===== src/rtl/spi_master_param.sv =====
// Parametrised SPI master: DATA_W-bit words, CPOL/CPHA modes, runtime SCK divider, NUM_SS selects.
// Optional macro SPI_MASTER_PARAM_LSB_FIRST_EN adds i_lsb_first for LSB-first bit order.
module spi_master_param #(
   parameter  int DATA_W = 8,
   parameter  int NUM_SS = 1,
   parameter  int DIV_W  = 8,
   localparam int SS_W   = (NUM_SS > 1) ? $clog2(NUM_SS) : 1
) (
   input  logic              i_clk,
   input  logic              i_rst,        // asynchronous, active-low
   input  logic              i_start,
   input  logic [DATA_W-1:0] i_wd,
   input  logic [SS_W-1:0]   i_ss_sel,
   input  logic              i_cpol,
   input  logic              i_cpha,
   input  logic [DIV_W-1:0]  i_clk_div,
`ifdef SPI_MASTER_PARAM_LSB_FIRST_EN
   input  logic              i_lsb_first,
`endif
   input  logic              i_miso,
   output logic              o_mosi,
   output logic              o_sck,
   output logic [NUM_SS-1:0] o_ss,
   output logic [DATA_W-1:0] o_rd,
   output logic              o_rdy,
   output logic              o_busy
);

   localparam int HP_W = $clog2(2 * DATA_W);

   typedef enum logic [2:0] {IDLE, SETUP, XFER, HOLD, DONE} state_t;

   state_t              r_state;
   logic                r_arm;
   logic                r_cpol, r_cpha, r_lsb;
   logic [DIV_W-1:0]    r_div, r_cnt;
   logic [HP_W-1:0]     r_hp;
   logic [SS_W-1:0]     r_sel;
   logic [DATA_W-1:0]   r_tx, r_rx, r_rd;
   logic [NUM_SS-1:0]   r_ss;
   logic                r_mosi, r_sck, r_rdy, r_busy;

   logic                w_lsb_in;
   logic [31:0]         w_sel_ext;
   logic                w_sel_ok;
   logic                w_hp_end;
   logic                w_shift;
   logic                w_tx_bit;
   logic [DATA_W-1:0]   w_tx_next, w_rx_next;
   logic [NUM_SS-1:0]   w_ss_low;

`ifdef SPI_MASTER_PARAM_LSB_FIRST_EN
   assign w_lsb_in = i_lsb_first;
`else
   assign w_lsb_in = 1'b0;
`endif

   assign w_sel_ext = {{(32-SS_W){1'b0}}, i_ss_sel};
   assign w_sel_ok  = (w_sel_ext < NUM_SS);
   assign w_hp_end  = (r_cnt == r_div);
   // Even half-period index ends on the leading SCK edge.
   assign w_shift   = r_hp[0] ? ~r_cpha : r_cpha;
   assign w_tx_bit  = r_lsb ? r_tx[0] : r_tx[DATA_W-1];
   assign w_tx_next = r_lsb ? (r_tx >> 1) : (r_tx << 1);
   assign w_rx_next = r_lsb ? {i_miso, r_rx[DATA_W-1:1]} : {r_rx[DATA_W-2:0], i_miso};
   assign w_ss_low  = ~(NUM_SS'(1) << r_sel);

   always_ff @(posedge i_clk or negedge i_rst) begin
      if (!i_rst) begin
         r_state <= IDLE;
         r_arm   <= 1'b0;
         r_cpol  <= 1'b0;
         r_cpha  <= 1'b0;
         r_lsb   <= 1'b0;
         r_div   <= '0;
         r_cnt   <= '0;
         r_hp    <= '0;
         r_sel   <= '0;
         r_tx    <= '0;
         r_rx    <= '0;
         r_rd    <= '0;
         r_ss    <= '1;
         r_mosi  <= 1'b0;
         r_sck   <= 1'b0;
         r_rdy   <= 1'b0;
         r_busy  <= 1'b0;
      end else begin
         r_rdy <= 1'b0;
         case (r_state)
            IDLE: begin
               if (i_start && w_sel_ok) begin
                  r_tx    <= i_wd;
                  r_sel   <= i_ss_sel;
                  r_cpol  <= i_cpol;
                  r_cpha  <= i_cpha;
                  r_div   <= i_clk_div;
                  r_lsb   <= w_lsb_in;
                  r_cnt   <= '0;
                  r_arm   <= 1'b1;
                  r_state <= SETUP;
               end
            end
            SETUP: begin
               // First SETUP cycle only asserts the select; the H-cycle setup count follows.
               if (r_arm) begin
                  r_arm  <= 1'b0;
                  r_busy <= 1'b1;
                  r_ss   <= w_ss_low;
                  r_sck  <= r_cpol;
                  r_cnt  <= '0;
                  if (!r_cpha) begin
                     r_mosi <= w_tx_bit;
                     r_tx   <= w_tx_next;
                  end
               end else if (w_hp_end) begin
                  r_cnt   <= '0;
                  r_hp    <= '0;
                  r_state <= XFER;
               end else begin
                  r_cnt <= r_cnt + 1'b1;
               end
            end
            XFER: begin
               if (w_hp_end) begin
                  r_cnt <= '0;
                  r_sck <= ~r_sck;
                  r_hp  <= r_hp + 1'b1;
                  if (w_shift) begin
                     r_mosi <= w_tx_bit;
                     r_tx   <= w_tx_next;
                  end else begin
                     r_rx <= w_rx_next;
                  end
                  if (r_hp == HP_W'(2 * DATA_W - 1)) r_state <= HOLD;
               end else begin
                  r_cnt <= r_cnt + 1'b1;
               end
            end
            HOLD: begin
               if (w_hp_end) begin
                  r_cnt   <= '0;
                  r_ss    <= '1;
                  r_rd    <= r_rx;
                  r_rdy   <= 1'b1;
                  r_busy  <= 1'b0;
                  r_state <= DONE;
               end else begin
                  r_cnt <= r_cnt + 1'b1;
               end
            end
            DONE:    r_state <= IDLE;
            default: r_state <= IDLE;
         endcase
      end
   end

   assign o_mosi = r_mosi;
   assign o_sck  = r_sck;
   assign o_ss   = r_ss;
   assign o_rd   = r_rd;
   assign o_rdy  = r_rdy;
   assign o_busy = r_busy;

endmodule

===== config.mk =====
export PLATFORM = sky130hd
export DESIGN_NAME = spi_master_param
export DESIGN_NICKNAME = d
export VERILOG_FILES = /design/src/rtl/spi_master_param.sv
export SDC_FILE = /design/constraint.sdc
export NUM_CORES = 1
export LEC_CHECK = 0
export CORE_MARGIN = 1.5
export CORE_UTILIZATION = 40
export CTS_CLUSTER_SIZE = 30
export DETAILED_ROUTE_END_ITERATION = 6
export PLACE_DENSITY = 0.66
export SLEW_MARGIN = 20
export SYNTH_ARGS = -nofsm -noshare
export SYNTH_HDL_FRONTEND = slang
export SYNTH_SLANG_ARGS = --single-unit

===== constraint.sdc =====
create_clock -name i_clk -period 5.2 [get_ports i_clk]
set_input_delay 1.04 -clock i_clk [delete_from_list [all_inputs] [get_ports i_clk]]
set_output_delay 1.04 -clock i_clk [all_outputs]
set_load 0.05 [all_outputs]

==> results.txt, run 1 <==
----------------------------------------------------
[Synth]
  Register bit count reported by yosys ... 56
  Post-synth EDFFs ... 0
  Area fraction of the dominant cell type after synthesis ... 52.2%
  Unique masters post-synth ... 43
  Dominant cells by area after synthesis ... sky130_fd_sc_hd__dfrtp_1, sky130_fd_sc_hd__mux2_2, sky130_fd_sc_hd__xor2_1
  Synthesized netlist cell count ... 215
  Dominant register cell in the synthesized netlist ... sky130_fd_sc_hd__dfrtp_1
  Syn. warnings ... 0
  Fraction of the yosys area taken by sequential cells ... 53.2%
  Ys async rst share ... 100%
  Most instantiated cells after synthesis ... sky130_fd_sc_hd__dfrtp_1, sky130_fd_sc_hd__mux2_2, sky130_fd_sc_hd__o21ai_0
  Post-synthesis instance area ... 0.00264 sq mm
  Most frequent cell after synthesis ... sky130_fd_sc_hd__dfrtp_1
  Average instance area after synthesis ... 12.3 sq um
  Most area-hungry cell type in the Yosys netlist ... sky130_fd_sc_hd__dfrtp_1
  Total nets after synthesis ... 240

[Timing]
  Worst Setup Slack, final ... 2490 ps
  Unrepaired setup endpoints after global routing ... false
  Final worst-path cycle share ... between 50% and 60%
  Fmax ... 0.370 GHz
  Relative slew margins ... 47.3%
  Final setup vio count ... 0
  Setup skew after layout ... 6.55 ps
  Time the worst path needs with I/O delays and setup ... 2710 ps
  Worst slew pin tran ... 790 ps
  Max-slew violation total from the final report ... 0
  Aggregate negative setup slack ... 0 ps
  Final-report hold violation count ... 0

[Pwr]
  Total power divided by cell area ... 472 mW/mm^2
  Worst VDD drop ... around 0.00019 V
  LEAKAGE ... about 1.4 nW

[Critical path]
  WP buf/inv ... 1
  Worst setup path startpoint ... o_ss
  Setup slack on the worst flop-to-flop path ... 2670 ps
  Critical path launch point type ... flip-flop
  FF-to-FF Start ... r_cnt[7]
  Maximum net fanout on the critical path ... 3
  Critical Path Sink Type ... primary output
  End of the worst register-to-register path ... o_rd[7]
  Depth of the worst register-to-register path ... 5
  Crit path largest cell delay ... 800 ps
  Arr. time, crit path ... approximately 1700 ps
  Kind of critical path ... flip-flop to primary output
  Last element of the critical path ... o_ss
  Critical-path cell list ... clkdlybuf4s50_1
  Master of the slowest instance on the critical path ... sky130_fd_sc_hd__clkdlybuf4s50_1
  Number of gates on the worst path with buffers counted ... 1
  Req. time, crit path ... 4160 ps
  Delay-heaviest family, CP ... buffers and inverters

[Drt]
  Final Routed Wirelength ... approximately 4800 um
  Vias after detailed routing ... around 1800
  DRC violation count after routing ... 0
  Wirelength per Cell ... 14.4 um
  Iteration-0 DRC Markers ... 51
  Met3 WL post-DR ... around 120 um
  Post-DRT Antenna Nets ... 0
  Met1 WL ... 2240 um
  Via density per instance ... 5.37
  Highest metal layer with signal wires ... met4
  First-pass DRT Iterations ... 4
  Met2 WL post-DR ... 2300 um

[Clock tree]
  Clock Path Buffers ... 2
  Clock sinks ... 56
  Setup fix buffers added after clock tree synthesis ... 0
  Clock slew seen by the registers of the worst setup and hold paths ... 100 ps
  Post-CTS resize count ... 0
  Clock Root Buffer ... sky130_fd_sc_hd__clkbuf_8
  Cts-stage hold buffer count ... 0
  Clock latency at the later pin of the worst-skew pair ... 320 ps
  Clock tree from TritonCTS ... built
  Cts bufs inserted ... 5
  H-tree levels ... 2

[Status]
  Outcome ... finished clean

[Die]
  Die area ... just over 0.007 sq mm
  Effective utilization at floorplan ... between 40% and 50%
  Count of standard-cell rows ... 29
  Die Wd ... 84.2 um
  Vertical extent of the die ... 84.2 um
  Total core area ... 0.00635 sq mm
  # IOs ... 36

[Run]
  Max Cap Viol ... 0

[GRT]
  Number of antenna violations at the first check in global routing ... 0
  Overall track demand over capacity in global routing ... 14.3%
  Vias in the first global route ... 1788
  Wire length of the first global-routing pass ... 8170 um
  Largest net degree at the start of global routing ... 57
  Residual overflow from global routing ... 0

[Cells and area]
  Net count of the finished layout ... ~280
  Post-Layout Inst Area ... 0.00316 sq mm
  Layout cell share with drive strength beyond 1 ... about a quarter
  Area growth syn-to-layout ... 19.9%
  Diode insertion count for antenna repair ... 0

[Place]
  Detailed placer's ending HPWL ... 3250 um
  Count of port buffers added during placement ... 35
  Minimum setup slack after placement ... about 2200 ps
  Placer's final routability congestion estimate ... 0.791
  Cell area after placement ... 0.00307 sq mm

[Worst hold path]
  Hold crit path type ... flip-flop to flip-flop
  Number of cells traversed by the worst hold path ... 1

----------------------------------------------------
-- logic make-up (layout without fill, tap and decap cells) --
logic type      Yosys count  after routing  synth area share [%]
compound gates           39             39                  9.86
xor+xnor                 10             10                  3.32
fa+ha+maj                 2              2                 0.948
buf+inv                  16             54                  2.61
flops                    56             56                  53.2
mux                      42             42                  17.9
simple gates             50             50                  12.2
-- placed cells by master, fill, tap and decap left out, types with 7 or more instances in the layout --
cell type,count
sky130_fd_sc_hd__mux2_2,41
sky130_fd_sc_hd__a21oi_1,9
sky130_fd_sc_hd__inv_1,9
sky130_fd_sc_hd__xor2_1,9
sky130_fd_sc_hd__o21ai_0,11
sky130_fd_sc_hd__dfrtp_1,55
sky130_fd_sc_hd__clkdlybuf4s50_1,34
sky130_fd_sc_hd__or3_1,7
-- sequential cells by signal, indices dropped and copies added, names as in the netlist --
register and count:
o_rd 8, r_cnt 8, r_div 8, r_rx 8, r_tx 8, r_hp 4
r_state 3, o_busy 1, o_mosi 1, o_rdy 1, o_sck 1, o_ss 1
r_arm 1, r_cpha 1, r_cpol 1, r_sel 1
-- final cells by class --
type | instances | area [sq um]
Fill cell | 573 | 3190
Clock buffer | 5 | 68.8
Timing Repair Buffer | 37 | 360
Inverter | 9 | 33.8
Multi-Input combinational cell | 143 | 1170
Clock inverter | 3 | 28.8
Tap cell | 77 | 96.3
Sequential cell | 56 | 1400
-- report_power, final --
part | total (W) | switching [W] | internal (W)
Sequential | 0.000653 | 0.0000996 | 0.000553
Combinational | 0.000583 | 0.000293 | 0.000291
Clock | 0.000257 | 0.000155 | 0.000102
-- how the worst min path moves through the flow --
stage	startpoint	end	slack, ps
floorplan	r_sel	r_sel	470
global placement	r_tx[6]	r_tx[6]	490
detailed placement	r_tx[1]	r_tx[1]	490
CTS	r_tx[1]	r_tx[1]	520
global route	o_rd[4]	o_rd[4]	540
finish	r_tx[2]	r_tx[2]	510
-- through the flow --
step | utilization (%) | hold slack (ps) | power, W | cells
2_1_floorplan | - | 465 | 0.00111 | 215
3_3_place_gp | 48.3 | 485 | 0.00124 | 322
3_5_place_dp | 48.3 | 491 | 0.00125 | 322
4_1_cts | 49.8 | 517 | 0.00151 | 330
5_1_grt | 49.8 | 536 | 0.00160 | 330
6_report | 49.8 | 515 | 0.00149 | 330
-- routing by layer --
metal / vias up / GRT usage [%]
met1: 893 / 18.3
met2: 19 / 23.3
met5: - / 0
met4: 0 / 5.96
li1: 852 / -
met3: 7 / 3.34
Note: power is estimated with default switching activity, not from simulation.
==> inputs of run 2 (changes only) <==
--- a/config.mk
+++ b/config.mk
@@ -9,7 +9,7 @@
 export CORE_UTILIZATION = 40
 export CTS_CLUSTER_SIZE = 30
 export DETAILED_ROUTE_END_ITERATION = 6
-export PLACE_DENSITY = 0.66
+export PLACE_DENSITY = 0.69
 export SLEW_MARGIN = 20
 export SYNTH_ARGS = -nofsm -noshare
 export SYNTH_HDL_FRONTEND = slang
==> constraint.sdc (replaced) <==
create_clock -name i_clk -period 2.4 [get_ports i_clk]
set_input_delay 0.48 -clock i_clk [delete_from_list [all_inputs] [get_ports i_clk]]
set_output_delay 0.48 -clock i_clk [all_outputs]
set_load 0.05 [all_outputs]
==> results.txt, run 2 (same netlist as run 1, synthesis figures left out) <==
----------------------------------------------------
[Status]
  Outcome ... finished clean (unchanged)

[Critical path]
  Last element of the critical path ... r_tx[1] (was o_ss)
  Kind of critical path ... flip-flop to flip-flop (was flip-flop to primary output)
  Crit path largest cell delay ... 430 ps (was 800 ps)
  Depth of the worst register-to-register path ... 6 (was 5)
  Setup slack on the worst flop-to-flop path ... 180 ps (was 2670 ps)
  Critical path launch point type ... flip-flop (unchanged)
  Maximum net fanout on the critical path ... 9 (was 3)
  Critical-path cell list ... xor2_1 -> nor4_2 -> nand2_2 -> buf_4 -> a21oi_4 -> mux2_2 (was clkdlybuf4s50_1)
  WP buf/inv ... 1 (unchanged)
  FF-to-FF Start ... r_cnt[7] (unchanged)
  Arr. time, crit path ... 2420 ps (was 1670 ps)
  Req. time, crit path ... 2600 ps (was 4160 ps)
  Worst setup path startpoint ... r_cnt[7] (was o_ss)
  Master of the slowest instance on the critical path ... sky130_fd_sc_hd__dfrtp_1 (was sky130_fd_sc_hd__clkdlybuf4s50_1)
  End of the worst register-to-register path ... r_tx[1] (was o_rd[7])
  Critical Path Sink Type ... flip-flop (was primary output)
  Delay-heaviest family, CP ... simple AND/OR/NAND/NOR gates (was buffers and inverters)
  Number of gates on the worst path with buffers counted ... 6 (was 1)

[Cells and area]
  Layout cell share with drive strength beyond 1 ... 27.5% (was 24.9%)
  Diode insertion count for antenna repair ... 0 (unchanged)
  Most used cells in the layout excluding fill and tap cells ... sky130_fd_sc_hd__dfrtp_1, sky130_fd_sc_hd__mux2_2, sky130_fd_sc_hd__clkdlybuf4s50_1 (unchanged)
  Most common library cell in the layout ignoring fill and taps ... sky130_fd_sc_hd__dfrtp_1 (unchanged)
  Net count of the finished layout ... 286 (was 277)
  Area growth syn-to-layout ... 22.7% (was 19.9%)
  Post-Layout Inst Area ... 0.00324 sq mm (was 0.00316 sq mm)

[Timing]
  Time the worst path needs with I/O delays and setup ... 2220 ps
  Unrepaired setup endpoints after global routing ... false (unchanged)
  Aggregate negative setup slack ... 0 ps (unchanged)
  Worst Setup Slack, final ... 182 ps (was 2490 ps)
  Fmax ... approximately 0.45 GHz
  Max-slew violation total from the final report ... 0 (unchanged)
  Final-report hold violation count ... 0 (unchanged)
  Worst slew pin tran ... 501 ps (was 790 ps)
  Setup skew after layout ... 12.5 ps (was 6.55 ps)
  Worst hold margin ... 81.5 ps (was 515 ps)
  Final setup vio count ... 0 (unchanged)
  Final worst-path cycle share ... 92.4%
  Relative slew margins ... 66.5% (was 47.3%)

[Clock tree]
  Setup fix buffers added after clock tree synthesis ... 0 (unchanged)
  Cts bufs inserted ... 5 (unchanged)
  Clock tree from TritonCTS ... built (unchanged)
  H-tree levels ... 2 (unchanged)
  Post-CTS resize count ... 0 (unchanged)
  Clock Root Buffer ... sky130_fd_sc_hd__clkbuf_8 (unchanged)
  Cts-stage hold buffer count ... 0 (unchanged)
  Clock Path Buffers ... 2 (unchanged)
  Clock sinks ... 56 (unchanged)
  Clock slew seen by the registers of the worst setup and hold paths ... 100 ps (about the same)
  Clock latency at the later pin of the worst-skew pair ... 310 ps (was 320 ps)

[Die]
  Die Wd ... 84.2 um (unchanged)
  Die area ... 0.00709 sq mm (unchanged)
  Count of standard-cell rows ... 29 (unchanged)
  Effective utilization at floorplan ... 41.6% (unchanged)
  # IOs ... 36 (unchanged)
  Vertical extent of the die ... 84.2 um (unchanged)
  Total core area ... 0.00635 sq mm (unchanged)

[GRT]
  Largest net degree at the start of global routing ... 40 (was 57)
  Residual overflow from global routing ... 0 (unchanged)
  Overall track demand over capacity in global routing ... 14.7% (was 14.3%)
  Wire length of the first global-routing pass ... 8460 um (was 8170 um)
  Vias in the first global route ... 1786 (was 1788)
  Number of antenna violations at the first check in global routing ... 0 (unchanged)

[Place]
  Placer's final routability congestion estimate ... 0.788 (was 0.791)
  Cell area after placement ... 0.00315 sq mm (was 0.00307 sq mm)
  Count of port buffers added during placement ... 35 (unchanged)
  Detailed placer's ending HPWL ... 3430 um (was 3250 um)
  Minimum setup slack after placement ... 49.4 ps (was 2210 ps)

[Pwr]
  LEAKAGE ... 1.45 nW (was 1.41 nW)
  Worst VDD drop ... 0.000550 V (was 0.000188 V)
  Total power divided by cell area ... 1020 mW/mm^2 (was 472 mW/mm^2)

[Drt]
  Vias after detailed routing ... 1798 (was 1771)
  First-pass DRT Iterations ... 4 (unchanged)
  Final Routed Wirelength ... 4920 um (was 4760 um)
  Via density per instance ... 5.30 (was 5.37)
  DRC violation count after routing ... 0 (unchanged)
  Wirelength per Cell ... 14.5 um (was 14.4 um)
  Post-DRT Antenna Nets ... 0 (unchanged)
  Iteration-0 DRC Markers ... 52 (was 51)

[Worst hold path]
  Hold crit path type ... input port to asynchronous set/reset pin (was flip-flop to flip-flop)

[Run]
  Max Cap Viol ... 0 (unchanged)

----------------------------------------------------
## run 2: cell types whose count changed in the layout (fill, tap and decap cells not counted)
cell                         before  now
sky130_fd_sc_hd__clkinvlp_4       0    1
sky130_fd_sc_hd__inv_8            1    0
sky130_fd_sc_hd__buf_12           0    1
sky130_fd_sc_hd__inv_6            2    1
sky130_fd_sc_hd__buf_4            2   10
sky130_fd_sc_hd__clkinv_2         0    1
## run 2: area by class of cell
type	instances	area [sq um]
Tap cell	77	96.3
Timing Repair Buffer	46	440
Clock inverter	3	21.3
Fill cell	563	3110
Sequential cell	56	1400
Multi-Input combinational cell	143	1170
Inverter	9	33.8
Clock buffer	5	68.8
## run 2: how the worst min path moves through the flow
stage	start	end	slack, ps	cells after the start
6_report	i_rst	o_rd[0]	80	1
5_1_grt	i_rst	o_rd[0]	100	1
4_1_cts	i_rst	o_rd[0]	90	1
3_5_place_dp	i_rst	o_rd[0]	440	1
3_3_place_gp	i_rst	o_rd[0]	430	1
2_1_floorplan	i_rst	o_busy	180	0
## run 2: worst reg2reg max path, stage by stage, from the launching register on
cell and delay (ps):
sky130_fd_sc_hd__dfrtp_1 430, sky130_fd_sc_hd__xor2_1 180, sky130_fd_sc_hd__nor4_2 360, sky130_fd_sc_hd__nand2_2 240, sky130_fd_sc_hd__buf_4 230, sky130_fd_sc_hd__a21oi_4 300, sky130_fd_sc_hd__mux2_2 380
## run 2: power breakdown
group          switching, W  internal (W)  leakage (nW)
logic              0.000651      0.000694         0.684
clock network      0.000318      0.000208        0.0445
registers          0.000224       0.00120         0.726
## run 2: routing by layer
metal	wire length (um)	track usage [%]	vias up	share of wire [%]
li1	-	-	868	-
met1	2220	19.0	892	45
met2	2490	24.9	33	51
met3	157	2.36	5	3.2
met4	48	5.37	0	0.98
met5	0	0	-	0
## run 2: per-stage QoR
stage	utilization [%]	total power, W	instances
final	51.0	0.00330	339
after global routing	51.0	0.00353	339
after CTS	51.0	0.00334	339
after detailed placement	49.6	0.00280	331
after global placement	49.6	0.00275	331
after floorplan	-	0.00240	215
